## src/rtl/ext_reset_seq_if.sv

```systemverilog
// Request/response bundle for ext_reset_seq: host reset-request flags in,
// per-channel reset outputs and sequence status out.
interface ext_reset_seq_if #(
    parameter int NUM_CH = 4
);
    logic [NUM_CH-1:0] host_rst_flag;
    logic [NUM_CH-1:0] ext_reset_in;
    logic              busy;
    logic              done;
    logic [NUM_CH-1:0] active_mask;

    modport master (
        output host_rst_flag,
        input  ext_reset_in,
        input  busy,
        input  done,
        input  active_mask
    );

    modport slave (
        input  host_rst_flag,
        output ext_reset_in,
        output busy,
        output done,
        output active_mask
    );
endinterface

```

## src/rtl/ext_reset_seq.sv

```systemverilog
// Multi-channel external reset pulse sequencer. Define EXT_RST_STAGGER_EN to
// release channels one at a time (lowest index first, GAP_CYC apart).
module ext_reset_seq #(
    parameter int NUM_CH    = 4,
    parameter int CNT_W     = 16,
    parameter int PULSE_CYC = 10,
    parameter int GAP_CYC   = 4
) (
    input  logic            slowest_sync_clk,
    input  logic            ui_clk_sync_rst_n,
    ext_reset_seq_if.slave  bus
);

`ifdef EXT_RST_STAGGER_EN
    typedef enum logic [1:0] {IDLE, ASSERT, RELEASE} state_t;
    localparam logic [CNT_W-1:0] GAP_LAST = CNT_W'(GAP_CYC - 1);
`else
    typedef enum logic [1:0] {IDLE, ASSERT} state_t;
`endif
    localparam logic [CNT_W-1:0] PULSE_LAST = CNT_W'(PULSE_CYC - 1);

    if (NUM_CH < 1 || NUM_CH > 16 ||
        PULSE_CYC < 1 || longint'(PULSE_CYC) >= (64'd1 << CNT_W) ||
        GAP_CYC < 1 || longint'(GAP_CYC) >= (64'd1 << CNT_W)) begin : g_param_err
        $error("ext_reset_seq: parameter out of range");
    end

    state_t            state_q, state_d;
    logic [CNT_W-1:0]  cnt_q, cnt_d;
    logic [NUM_CH-1:0] sync1_q, sync1_d;
    logic [NUM_CH-1:0] sync2_q, sync2_d;
    logic [NUM_CH-1:0] sync2_dly_q, sync2_dly_d;
    logic [NUM_CH-1:0] pending_q, pending_d;
    logic [NUM_CH-1:0] ext_q, ext_d;
    logic [NUM_CH-1:0] mask_q, mask_d;
    logic              busy_q, busy_d;
    logic              done_q, done_d;
    logic [NUM_CH-1:0] rise;
`ifdef EXT_RST_STAGGER_EN
    logic [NUM_CH-1:0] remaining;
`endif

    always_ff @(posedge slowest_sync_clk or negedge ui_clk_sync_rst_n) begin
        if (!ui_clk_sync_rst_n) begin
            state_q     <= IDLE;
            cnt_q       <= '0;
            sync1_q     <= '0;
            sync2_q     <= '0;
            sync2_dly_q <= '0;
            pending_q   <= '0;
            ext_q       <= '1;
            mask_q      <= '0;
            busy_q      <= 1'b0;
            done_q      <= 1'b0;
        end else begin
            state_q     <= state_d;
            cnt_q       <= cnt_d;
            sync1_q     <= sync1_d;
            sync2_q     <= sync2_d;
            sync2_dly_q <= sync2_dly_d;
            pending_q   <= pending_d;
            ext_q       <= ext_d;
            mask_q      <= mask_d;
            busy_q      <= busy_d;
            done_q      <= done_d;
        end
    end

    always_comb begin
        sync1_d     = bus.host_rst_flag;
        sync2_d     = sync1_q;
        sync2_dly_d = sync2_q;
        rise        = sync2_q & ~sync2_dly_q;

        state_d   = state_q;
        cnt_d     = cnt_q + 1'b1;
        pending_d = pending_q | rise;
        ext_d     = ext_q;
        mask_d    = mask_q;
        busy_d    = busy_q;
        done_d    = 1'b0;
`ifdef EXT_RST_STAGGER_EN
        // ext_q doubles as the working copy: bits still held in reset.
        remaining = ext_q & (ext_q - 1'b1);
`endif

        case (state_q)
            IDLE: begin
                cnt_d = '0;
                ext_d = '0;
                if (pending_q != '0) begin
                    state_d   = ASSERT;
                    mask_d    = pending_q;
                    ext_d     = pending_q;
                    busy_d    = 1'b1;
                    // Whole mask captured; a same-edge rise must stay queued.
                    pending_d = rise;
                end
            end
            ASSERT: begin
                if (cnt_q == PULSE_LAST) begin
                    cnt_d = '0;
`ifdef EXT_RST_STAGGER_EN
                    ext_d = remaining;
                    if (remaining == '0) begin
                        state_d = IDLE;
                        done_d  = 1'b1;
                        busy_d  = 1'b0;
                        mask_d  = '0;
                    end else begin
                        state_d = RELEASE;
                    end
`else
                    ext_d   = '0;
                    state_d = IDLE;
                    done_d  = 1'b1;
                    busy_d  = 1'b0;
                    mask_d  = '0;
`endif
                end
            end
`ifdef EXT_RST_STAGGER_EN
            RELEASE: begin
                if (cnt_q == GAP_LAST) begin
                    cnt_d = '0;
                    ext_d = remaining;
                    if (remaining == '0) begin
                        state_d = IDLE;
                        done_d  = 1'b1;
                        busy_d  = 1'b0;
                        mask_d  = '0;
                    end
                end
            end
`endif
            default: state_d = IDLE;
        endcase
    end

    assign bus.ext_reset_in = ext_q;
    assign bus.busy         = busy_q;
    assign bus.done         = done_q;
    assign bus.active_mask  = mask_q;

endmodule

```

## src/flat_wrapper.sv

```systemverilog
// flat-port wrapper written by rule: the top's interface ports become plain ports
module ext_reset_seq_flat 
#(
    parameter int NUM_CH    = 4,
    parameter int CNT_W     = 16,
    parameter int PULSE_CYC = 10,
    parameter int GAP_CYC   = 4
)
  (slowest_sync_clk, ui_clk_sync_rst_n, bus_host_rst_flag, bus_ext_reset_in, bus_busy, bus_done, bus_active_mask);
  ext_reset_seq_if #(.NUM_CH(NUM_CH)) bus_i ();
  input  logic slowest_sync_clk;
  input  logic ui_clk_sync_rst_n;
  input wire logic [$bits(bus_i.host_rst_flag)-1:0] bus_host_rst_flag;
  output wire logic [$bits(bus_i.ext_reset_in)-1:0] bus_ext_reset_in;
  output wire logic [$bits(bus_i.busy)-1:0] bus_busy;
  output wire logic [$bits(bus_i.done)-1:0] bus_done;
  output wire logic [$bits(bus_i.active_mask)-1:0] bus_active_mask;
  assign bus_i.host_rst_flag = bus_host_rst_flag;
  assign bus_ext_reset_in = bus_i.ext_reset_in;
  assign bus_busy = bus_i.busy;
  assign bus_done = bus_i.done;
  assign bus_active_mask = bus_i.active_mask;
  ext_reset_seq #(.NUM_CH(NUM_CH), .CNT_W(CNT_W), .PULSE_CYC(PULSE_CYC), .GAP_CYC(GAP_CYC)) u_core (.slowest_sync_clk(slowest_sync_clk), .ui_clk_sync_rst_n(ui_clk_sync_rst_n), .bus(bus_i));
endmodule
```

## config.mk

```make
export PLATFORM = sky130hd
export DESIGN_NAME = ext_reset_seq_flat
export DESIGN_NICKNAME = d
export VERILOG_FILES = /design/src/rtl/ext_reset_seq_if.sv /design/src/rtl/ext_reset_seq.sv /design/src/flat_wrapper.sv
export SDC_FILE = /design/constraint.sdc
export NUM_CORES = 1
export LEC_CHECK = 0
export CORE_MARGIN = 3
export CORE_UTILIZATION = 48
export CTS_CLUSTER_DIAMETER = 50
export CTS_CLUSTER_SIZE = 14
export DETAILED_ROUTE_END_ITERATION = 8
export HOLD_SLACK_MARGIN = 0.02
export PLACE_DENSITY = 0.69
export SLEW_MARGIN = 25
export SYNTH_ARGS = -nofsm -noshare
export SYNTH_HDL_FRONTEND = slang
export SYNTH_SLANG_ARGS = --single-unit
export TNS_END_PERCENT = 50
```

## constraint.sdc

```tcl
create_clock -name slowest_sync_clk -period 2 [get_ports slowest_sync_clk]
set_input_delay 0.4 -clock slowest_sync_clk [delete_from_list [all_inputs] [get_ports slowest_sync_clk]]
set_output_delay 0.4 -clock slowest_sync_clk [all_outputs]
set_load 0.01 [all_outputs]
```

After elaboration in Yosys (flattened, before gate mapping)
Cells that the tools add are included.

Memory bits (read-only): 0. Output and inout port bits: 10. Flip-flop bits (word level): 44. Bits of input ports: 6. Bits in writable memories: 0. Word-level logic and storage cells: 41. Bits in latches: 0. Memories: 0.

Multiply operators: 0. Reduce and logical (&&, ||, !) cells: 6. $lt $le $gt $ge: 0. $add $sub $neg: 1. Shifts and indexed selects: 0. Multiplexer cells: 17. Bitwise logic cells: 3. Div/mod/pow operators: 0. Eq/ne operators: 4.

Operators with widths (number): $pmux 16 s2 (1); $mux 4 (5); $add 16x1->16 const B (1); $eq 16x4->1 const B (1); $mux 16 (1); $pmux 4 s2 (2); $and 4x4->4 (1); $mux 1 (4); $mux 2 (2); $ne 2x1->1 const B (2); $not 4->4 (1); $or 4x4->4 (1); $pmux 2 s2 (1); $reduce_and 2->1 (2); $reduce_bool 4->1 (1); $reduce_and 3->1 (1); $eq 2x1->1 const B (1); $logic_not 2->1 (1); $pmux 1 s2 (1); $reduce_bool 2->1 (1).

Depth between registers and ports, before layout
Depth in word-level cells: 5. Gate-level depth with buffers: 7. Mapped depth without buffers: 6.

Worst setup path after synthesis
Ideal clock, no wire load.

Path type: register -> register. From: reg u_core.cnt_q[1]. To: reg u_core.ext_q[0], in the netlist u_core.bus.ext_reset_in[0]. Data arrival time: 1337 ps. Buffers on the path: 1. Cell stages (with the launch flop): 8. Setup time: 79 ps. Data required time: 1921 ps. Path slack: 584 ps. Clock period less this slack: 1416 ps. Cell sequence: dfrtp_1 -> inv_1 -> ha_1 -> nor4b_2 -> nand4_1 -> and2_1 -> buf_6 -> a22o_1.

Word-level cells in the longest chain between the ends: 3.

RTL lines: from (decl) (line ext_reset_seq.sv:29) `logic [CNT_W-1:0] cnt_q, cnt_d;`; from (signal assigned) (line ext_reset_seq.sv:57) `cnt_q <= cnt_d;`; $eq 16x4->1 (line ext_reset_seq.sv:101) `if (cnt_q == PULSE_LAST) begin`; $ne 2x1->1 (no source line); $reduce_and 2->1 (no source line); to (signal assigned) (line ext_reset_seq.sv:62) `ext_q <= ext_d;`; to (decl) (line ext_reset_seq.sv:34) `logic [NUM_CH-1:0] ext_q, ext_d;`.

Every way passes these cells. A chain may end at the register's enable or synchronous reset.

==> flow_metrics.py <==
metrics = {
    "status": {
        "status": "finished clean",
    },
    "synth": {
        "synth_common_cells": "dfrtp_1 (38), nor2_1 (22), xnor2_1 (13), inv_1 (11), nand2_1 (8)",
        "syn_inst": 141,
        "synth_area_leaders": "dfrtp_1 (57%), xnor2_1 (6.9%), dfstp_2 (6.3%)",
        "syn_area_per_cell_sq_um": 11.78,
        "synth_seq_cells": 42,
        "synth.mux.area_fraction_pct": 0,
        "synthAdderAreaFrac_pct": 1.507,
        "ys.flop_type": "dfrtp_1",
        "synth_compound_area_share_pct": 7.234,
        "yosysWarnings": 0,
        "yosysSeqAreaShare_pct": 63.60,
        "yosysTopAreaCell": "dfrtp_1",
        "synth_cell_types": 25,
        "synthSimpleGateAreaFrac_pct": 16.20,
        "synth.cell_area_sq_um": 1660,
        "syn_nets": 149,
        "synth.top_cell.area_share_pct": 57.27,
        "synthXorXnorAreaFrac_pct": 7.385,
        "synth_edf_count": 0,
        "synthArstFlopShare_pct": 100.0,
        "yosysMostFrequentCell": "dfrtp_1",
        "synth_top_family_by_area": "simple AND/OR/NAND/NOR gates",
    },
    "power_and_ir_drop": {
        "p_per_area_nw_per_um2": 1297,
        "leakagePower_nw": 0.8376,
        "ir_drop_uv": 508.5,
    },
    "routing": {
        "via_count": 1070,
        "drt-met1-wl_um": 1328,
        "wl_per_cell_um": 13.32,
        "via_per_inst": 5.169,
        "wl_met3_um": 153,
        "dr.pass1.iters": 4,
        "postRouteAntennaNets": 0,
        "top_layer": "met4",
        "met2_length_um": 1226,
        "drt-total-wl_um": 2757,
        "drtIter0Drc": 34,
        "drc_errors": 0,
    },
    "place": {
        "placed_area_sq_um": 1853,
        "io_buffers": 15,
        "dp.cells": 199,
        "hpwl_um": 1928,
        "gp_congestion": 0.8163,
    },
    "sta": {
        "fin_tns_setup_ns": 0,
        "rsz0062_at_grt": "no",
        "fin_skew_ns": 0.01397,
        "post-route-min-period_ns": 1.854,
        "maxSlewViolCount": 0,
        "hold_ws_ns": 0.08037,
        "max-slew-margin-rel_pct": 67.24,
        "post-route-period-util_pct": 92.72,
        "hold_viol": 0,
        "worstMarginPinSlew_ns": 0.4914,
        "setup_viol": 0,
        "max_clock_freq_mhz": 539.3,
    },
    "layout": {
        "finalNonFillerCells": 207,
        "nets": 170,
        "fin_area_sq_um": 1932,
        "area_growth_pct": 16.35,
        "post-route-util_pct": 60.79,
        "num_antenna_cells": 0,
        "drive_above_1_share_pct": 11.04,
    },
    "floorplan": {
        "io_pins": 16,
        "placementRows": 20,
        "die_h_um": 64.82,
        "die_x_um": 64.82,
        "dieArea_sq_um": 4201,
        "initial_core_util_pct": 52.24,
        "core_sq_um": 3178,
    },
    "global_route": {
        "antenna_found_initial": 0,
        "grt-ovfl-total": 0,
        "track_usage_pct": 15.39,
        "grt_pass1_vias": 1019,
        "grt_max_degree": 43,
        "grt_first_pass_wirelength_um": 4781,
    },
    "setup_path": {
        "critical_path.top_delay_family": "buffers and inverters",
        "r2r-end": "u_core.cnt_q[14]",
        "critPathArrivalTime_ns": 1.45,
        "crit_chain": "clkdlybuf4s50_1",
        "max_stage_delay_ns": 0.59,
        "crit_required_ns": 1.60,
        "critPathKind": "reg2out",
        "rrSetupSlack_ns": 0.39,
        "critPathBufInv": 1,
        "crit_start": "u_core.state_q[0]",
        "reg2regPathDepth": 5,
        "r2r_start": "u_core.cnt_q[0]",
        "critPathLaunchType": "flop",
        "slowest_stage": "clkdlybuf4s50_1",
        "crit_path_end_kind": "output pin",
        "crit_path_max_fanout": 8,
    },
    "min_path": {
        "hp-class": "in2async",
    },
    "clock_network": {
        "post_cts.repair.setup_buffers": 0,
        "cts_buffers": 5,
        "cts_hold_buf": 0,
        "cts-root-buf": "clkbuf_4",
        "clock-sinks": 42,
        "clk_path_buf_depth": 2,
        "clkTransAtPathRegs_ns": 0.13,
        "cts_tree": "built",
        "htreeDepth": 2,
        "clock_latency_ns": 0.36,
        "cts-resized-gates": 0,
    },
    "run": {
        "maxCapViolations": 0,
    },
}
cell usage in the layout, fill, tap and decap left out, types with 2 or more instances in the layout:
cell type	count
nor4_2	2
inv_1	11
nand2_1	8
clkdlybuf4s50_1	14
nor2_1	22
dfrtp_1	38
a31oi_1	4
ha_1	2
a22o_1	4
o2bb2ai_1	4
buf_4	2
xnor2_1	13
dfstp_2	4
o22ai_1	4
nor4_1	5
clkbuf_4	5
nand4_1	3
nor3_1	3
nand3_1	5
sequential cells by signal, indices dropped and copies added (netlist names):
register and count:
u_core.bus.done 1, u_core.state_q 1, u_core.cnt_q 16, u_core.sync2_dly_q 4
u_core.bus.ext_reset_in 4, u_core.sync2_dly_d 4, u_core.bus.active_mask 4, u_core.pending_q 4
u_core.sync1_q 4
final cells by class:
type	instances	area (sq um)
clock buffer	6	41.29
clock inverter	2	37.54
fill	270	1246
inverter	12	45.04
multi-input combinational	84	536.8
sequential	42	1056
tap	44	55.05
timing repair buffer	17	160.2
kinds of logic (layout without fill, tap and decap cells):
family | after synthesis | after routing
xor+xnor | 14 | 14
compound gates | 16 | 16
simple gates | 52 | 52
buf+inv | 15 | 37
flops | 42 | 42
fa+ha+maj | 2 | 2
how the worst max path moves through the flow:
stage,endpoint,depth (start not counted),slack (ns)
4_1_cts,bus_ext_reset_in[1],1,0.13
2_1_floorplan,u_core.bus.ext_reset_in[0],7,0.58
3_3_place_gp,u_core.cnt_q[14],5,0.46
5_1_grt,bus_busy,1,0.08
3_5_place_dp,u_core.cnt_q[14],5,0.41
6_report,bus_busy,1,0.15
routing by layer:
metal  global-route usage, %  vias to the layer above
li1                        -                      522
met1                   21.56                      513
met2                   21.46                       29
met3                   5.719                        6
met4                   6.332                        0
met5                       0                        -
through the flow:
step / total power [mW] / setup slack [ns]
2_1_floorplan: 1.688 / 0.5837
3_3_place_gp: 1.958 / 0.4606
3_5_place_dp: 1.990 / 0.4126
4_1_cts: 2.528 / 0.1291
5_1_grt: 2.677 / 0.08105
6_report: 2.505 / 0.1457
report_power, final:
part	switching [mW]	internal, mW
logic	0.339	0.371
clock network	0.276	0.264
registers	0.183	1.07
total	0.798	1.71
(Power assumes the default switching activity.)
